[src/rtl/load_store_unit.sv]
// ---------------------------------------------------------------------------
// load_store_unit
//
// Owns every byte-level concern of RISC-V loads and stores between the
// execute stage and a word-addressed data memory. One request is accepted at
// a time. Accesses that cross a word boundary are split into two word beats
// (SPLIT_EN=1) or rejected with rsp_err (SPLIT_EN=0). Load results are sign-
// or zero-extended according to funct3.
//
// Ports:
//   clk, rst        system clock, asynchronous active-high reset
//   req_valid       request present
//   req_ready       high only in IDLE while rst is low
//   req_we          1 = store, 0 = load
//   req_funct3      lb/lh/lw/lbu/lhu or sb/sh/sw encoding
//   req_addr        byte address
//   req_wdata       store data, LSB-aligned
//   rsp_valid       one-cycle response pulse
//   rsp_rdata       extended load result (0 for stores and errors)
//   rsp_err         illegal funct3, or crossing access with SPLIT_EN=0
//   mem_wen/ren     memory write / read strobes
//   mem_addr        word-aligned byte address
//   mem_be          per-byte write enables
//   mem_data_i      write data to memory
//   mem_data_o      combinational read data from memory
// ---------------------------------------------------------------------------
module load_store_unit #(
    parameter logic SPLIT_EN = 1'b1
) (
    input  logic        clk,
    input  logic        rst,
    input  logic        req_valid,
    output logic        req_ready,
    input  logic        req_we,
    input  logic [2:0]  req_funct3,
    input  logic [31:0] req_addr,
    input  logic [31:0] req_wdata,
    output logic        rsp_valid,
    output logic [31:0] rsp_rdata,
    output logic        rsp_err,
    output logic        mem_wen,
    output logic        mem_ren,
    output logic [31:0] mem_addr,
    output logic [3:0]  mem_be,
    output logic [31:0] mem_data_i,
    input  logic [31:0] mem_data_o
);

    typedef enum logic [1:0] {
        IDLE = 2'd0,
        ACC0 = 2'd1,
        ACC1 = 2'd2,
        RESP = 2'd3
    } state_t;

    state_t state, state_next;

    // Captured request fields
    logic        we_q;
    logic [2:0]  funct3_q;
    logic [31:0] addr_q;
    logic [31:0] wdata_q;
    logic        cross_q;
    logic        err_q;
    logic [31:0] lo_q;
    logic [31:0] hi_q;

    // Request decode
    logic [2:0] req_size;
    logic       req_illegal;
    logic       req_cross;
    logic       req_reject;
    logic       accept;

    assign req_ready = (state == IDLE) && !rst;
    assign accept    = req_valid && req_ready;

    always_comb begin
        case (req_funct3[1:0])
            2'b00:   req_size = 3'd1;
            2'b01:   req_size = 3'd2;
            default: req_size = 3'd4;
        endcase
    end

    always_comb begin
        if (req_we)
            req_illegal = req_funct3[2] || (req_funct3[1:0] == 2'b11);
        else
            req_illegal = (req_funct3 == 3'b011) || (req_funct3[2:1] == 2'b11);
    end

    // off + size tops out at 3 + 4 = 7, so a 3-bit sum cannot overflow.
    assign req_cross  = (({1'b0, req_addr[1:0]} + req_size) > 3'd4);
    assign req_reject = req_illegal || (req_cross && !SPLIT_EN);

    // NOTE: state registers use non-blocking assignments so every flop samples
    // pre-edge values regardless of the order the blocks are evaluated in.
    always_ff @(posedge clk or posedge rst) begin
        if (rst) begin
            state    <= IDLE;
            we_q     <= 1'b0;
            funct3_q <= 3'b000;
            addr_q   <= 32'h0;
            wdata_q  <= 32'h0;
            cross_q  <= 1'b0;
            err_q    <= 1'b0;
            lo_q     <= 32'h0;
            hi_q     <= 32'h0;
        end else begin
            state <= state_next;
            if (accept) begin
                we_q     <= req_we;
                funct3_q <= req_funct3;
                addr_q   <= req_addr;
                wdata_q  <= req_wdata;
                cross_q  <= req_cross;
                err_q    <= req_reject;
                // The upper word stays zero unless a second beat refills it.
                hi_q     <= 32'h0;
            end
            if (state == ACC0 && !we_q)
                lo_q <= mem_data_o;
            if (state == ACC1 && !we_q)
                hi_q <= mem_data_o;
        end
    end

    // NOTE: every output of a combinational block gets a default first, so no
    // path through the case statement can leave a latch behind.
    always_comb begin
        state_next = state;
        case (state)
            IDLE: if (accept) state_next = req_reject ? RESP : ACC0;
            ACC0: state_next = cross_q ? ACC1 : RESP;
            ACC1: state_next = RESP;
            RESP: state_next = IDLE;
            default: state_next = IDLE;
        endcase
    end

    // Store lanes: data and enables shifted into a two-word window.
    logic [3:0]  be_base;
    logic [7:0]  be8;
    logic [63:0] wide64;
    logic [31:0] word_addr;

    always_comb begin
        case (funct3_q[1:0])
            2'b00:   be_base = 4'b0001;
            2'b01:   be_base = 4'b0011;
            default: be_base = 4'b1111;
        endcase
    end

    assign be8       = {4'b0000, be_base} << addr_q[1:0];
    assign wide64    = {32'h0, wdata_q} << {addr_q[1:0], 3'b000};
    assign word_addr = {addr_q[31:2], 2'b00};

    // Memory drive is a pure decode of the state register and captured
    // fields, so it is stable for the whole cycle ahead of the negedge write.
    always_comb begin
        mem_wen    = 1'b0;
        mem_ren    = 1'b0;
        mem_addr   = 32'h0;
        mem_be     = 4'b0000;
        mem_data_i = 32'h0;
        case (state)
            ACC0: begin
                mem_wen    = we_q;
                mem_ren    = !we_q;
                mem_addr   = word_addr;
                mem_be     = we_q ? be8[3:0] : 4'b1111;
                mem_data_i = we_q ? wide64[31:0] : 32'h0;
            end
            ACC1: begin
                mem_wen    = we_q;
                mem_ren    = !we_q;
                // Natural 32-bit wrap: 0xFFFFFFFC + 4 = 0x00000000.
                mem_addr   = word_addr + 32'd4;
                mem_be     = we_q ? be8[7:4] : 4'b1111;
                mem_data_i = we_q ? wide64[63:32] : 32'h0;
            end
            default: ;
        endcase
    end

    // Load lanes: shift the two-word window down by the byte offset.
    logic [31:0] lane;
    logic [31:0] load_result;

    assign lane = 32'({hi_q, lo_q} >> {addr_q[1:0], 3'b000});

    always_comb begin
        case (funct3_q)
            3'b000:  load_result = {{24{lane[7]}}, lane[7:0]};
            3'b001:  load_result = {{16{lane[15]}}, lane[15:0]};
            3'b010:  load_result = lane;
            3'b100:  load_result = {24'h0, lane[7:0]};
            3'b101:  load_result = {16'h0, lane[15:0]};
            default: load_result = 32'h0;
        endcase
    end

    assign rsp_valid = (state == RESP);
    assign rsp_err   = (state == RESP) && err_q;
    assign rsp_rdata = ((state == RESP) && !we_q && !err_q) ? load_result : 32'h0;

endmodule

[config.mk]
export PLATFORM = sky130hd
export DESIGN_NAME = load_store_unit
export DESIGN_NICKNAME = d
export VERILOG_FILES = /design/src/rtl/load_store_unit.sv
export SDC_FILE = /design/constraint.sdc
export NUM_CORES = 1
export LEC_CHECK = 0
export BUFFER_PORTS_ARGS = -buffer_cell sky130_fd_sc_hd__buf_2
export CAP_MARGIN = 30
export CORE_MARGIN = 5
export CORE_UTILIZATION = 54
export CTS_CLUSTER_DIAMETER = 80
export DETAILED_ROUTE_END_ITERATION = 10
export GPL_TIMING_DRIVEN = 0
export PLACE_DENSITY = 0.9
export SLEW_MARGIN = 20
export SYNTH_ARGS = -nofsm -noshare
export SYNTH_HDL_FRONTEND = slang
export SYNTH_SLANG_ARGS = --single-unit
export TNS_END_PERCENT = 1
[constraint.sdc]
create_clock -name clk -period 4.3 [get_ports clk]
set_clock_uncertainty 0.1 [all_clocks]
set_input_delay 0.43 -clock clk [delete_from_list [all_inputs] [get_ports clk]]
set_output_delay 0.43 -clock clk [all_outputs]
set_load 0.05 [all_outputs]
==> metrics.txt <==
status complete, but fails checks; failing checks DRC; distinct cell type count after synthesis 54; Post-Syn Instances 820; r2r startpoint state[0]$_DFFE_PP0P_; reg2reg setup slack 1020 ps; H-tree levels 4; cell with the most instances after synthesis dfrtp_1; WP data arrival approximately 3300 ps; gr ovfl total 0; Yosys warnings 0; I/O pin count ~210; Die Span Y roughly 130 microns; Post-CTS Setup Bufs 0; Post-synth top cells dfrtp_1 (128), mux2_2 (122), nand2_1 (115); initial core utilization 0.555; Die Area roughly 18000 sq um; Residual DRC 1; global routing's busiest layer met2; Max clock buf depth 2; WL per Instance roughly 21 microns; unrepaired setup endpoints after global routing false; storage element area approximately 3200 sq um; clk_lat worst skew 420 ps; CTS Buf Count 17; Worst Hold Path Cells 3; Max Fclk approximately 260 MHz; largest net degree at the start of global routing between 90 and 100; via count about 8000; number of synthesized flops with an enable pin 0; final worst path period need 3780 ps; Layout Nets between 1000 and 1500; flop and latch count out of synthesis about 130; Hold Path End hi_q[20]$_DFFE_PP0P_; Min-Delay Startpoint mem_data_o[20]; Area contributors post-synth dfrtp_1 (39%), mux2_2 (17%), mux4_2 (7.8%), nand2_1 (5.3%), a21oi_1 (3.4%); antenna violations before repair 2; GR Util met1 0.376; Die X-Extent 133 microns; CP endpoint kind output port; sequential share of the synthesized area 0.394; clk sinks about 130; post-synth top area share 0.394; final core occ 0.683; Core ar. ~15000 sq um; Main synth FF type dfrtp_1; dpl hpwl roughly 19 mm; via-per-instance ratio approximately 6.4; CTS Hold Buffers Added 1; RR Endpoint hi_q[3]$_DFFE_PP0P_; DRT iter0 DRCs roughly 1000; Max-slew headroom 0.454; dpl cell area 9430 sq um; filler cell count ~1100; part of the cycle the worst path needs 0.879; Reg2Reg Depth 8; multi-input gate area in the final layout ~4600 sq um; Slew @ Worst Pin 812 ps; Clock transition at path regs about 60 ps; Crit Path Max Fanout 10; share of cells above drive strength 1 0.388; CP Class register to output port; first-pass GRT wire length 41.5 mm; final setup fails 0; syn_area_per_cell 9.92 sq um; ANT nets after route 0; CTS tree built; ys async rst share 1.00; met3 Track Usage GR 0.0812; CTS Root Buffer Type clkbuf_16; Pleak approximately 4.5 nW; Layout area overhead 23.0%; Site Rows 44; vias in the first global route roughly 8000; synthesized area between 8000 and 9000 sq um; global-route usage over all layers 0.294; post-route cell area 10000 sq um; DR pass1 iterations 9; Max Cap Viol 0; fin. max-slew vios 0; Worst Setup Start Kind register; Yosys top cell by area dfrtp_1; CP required ~3800 ps; post-CTS sizing 0; HP Class input pin to register; Pwr Density around 900 nW/um^2; Hold Fails Final Rpt 0; GP Congestion between 0.9 and 1; drt total wl between 20 and 30 mm; Max IR drop VDD about 450 uV; port bufs a little over 200; grt met2 use 0.464
==> critical path, stage by stage, from the launching register on <==
cell and delay [ps]:
dfrtp_1 400, inv_1 150, ha_1 340, clkbuf_1 540, nand2_1 410, or4_1 590, nand3_1 120, buf_2 270
==> power by group <==
group | leakage (nW) | internal (mW) | switching, mW
Sequential | 1.55 | 1.81 | 0.598
Clock | 0.256 | 0.770 | 0.568
Combinational | 2.73 | 1.93 | 3.37
Total | 4.53 | 4.51 | 4.54
==> worst max-delay path by stage <==
stage,slack (ps),end,startpoint
after global placement,-1110,lo_q[29]$_DFFE_PP0P_,rst
after global routing,390,mem_data_i[27],state[0]$_DFFE_PP0P_
final,520,mem_addr[19],state[0]$_DFFE_PP0P_
after detailed placement,1030,mem_addr[19],state[0]$_DFFE_PP0P_
after CTS,580,mem_addr[19],state[0]$_DFFE_PP0P_
after floorplan,360,addr_q[0]$_DFFE_PP0P_,rst
==> cells in the final DEF, fill, tap and decap left out, drive strengths merged, types with 4 or more instances in the layout <==
master,netlist,routed
buf,20,228
dfrtp,128,128
mux2,122,122
nand2,115,115
clkbuf,51,72
a21oi,55,55
nor2,46,46
nand3,40,40
mux4,28,28
o21ai,24,24
nand2b,16,16
nor2b,15,15
inv,12,14
a22oi,13,13
mux2i,13,13
a31oi,12,12
nand4,12,12
nor4,9,9
a211oi,7,7
a32o,7,7
ha,7,7
or4,6,6
o211ai,6,6
and4,5,5
and2,5,5
clkinv,0,5
nor3,4,4
a31o,4,4
o31a,4,4
clkinvlp,0,4
==> kinds of logic after synthesis <==
kind of cell | count (synthesis) | synth area share
compound gates | 151 | 0.118
buf+inv | 83 | 0.0411
flops | 128 | 0.394
other cells | 1 | 0.000461
fa+ha+maj | 8 | 0.0132
simple gates | 285 | 0.170
xor+xnor | 1 | 0.00108
mux | 163 | 0.262
==> sequential cells by signal (all words and copies together), names as in the netlist <==
name	count
addr_q	32
cross_q	1
we_q	1
wdata_q	32
state	2
err_q	1
lo_q	32
funct3_q	3
hi_q	24
==> layer usage <==
metal	wire, microns	vias to the layer above
li1	-	3465
met1	10200	3825
met2	12500	578
met3	2620	122
met4	1150	2
met5	7	-
==> metrics by stage <==
stage / cells / setup WS, ps / TNS [ps] / hold WS [ps] / total power [mW]
global route: 1247 / 390 / 0 / 120 / 9.49
finish: 1247 / 519 / 0 / 113 / 9.05
detailed placement: 1211 / 1030 / 0 / 320 / 7.57
CTS: 1244 / 579 / 0 / 106 / 8.94
global placement: 1210 / -1110 / -140760 / 359 / 7.40
floorplan: 821 / 357 / 0 / 341 / 6.21
==> final cells by class <==
class                   count  area share
multi-input cells         610       0.460
diodes                      1    0.000250
repair buffers            209       0.108
well taps                 184      0.0230
clock inverters            11     0.00838
inverters                  12     0.00525
clock buffers              21      0.0460
flip-flops and latches    128       0.320
plain buffers              71      0.0289
No activity file was read; power rests on OpenSTA's default activity.
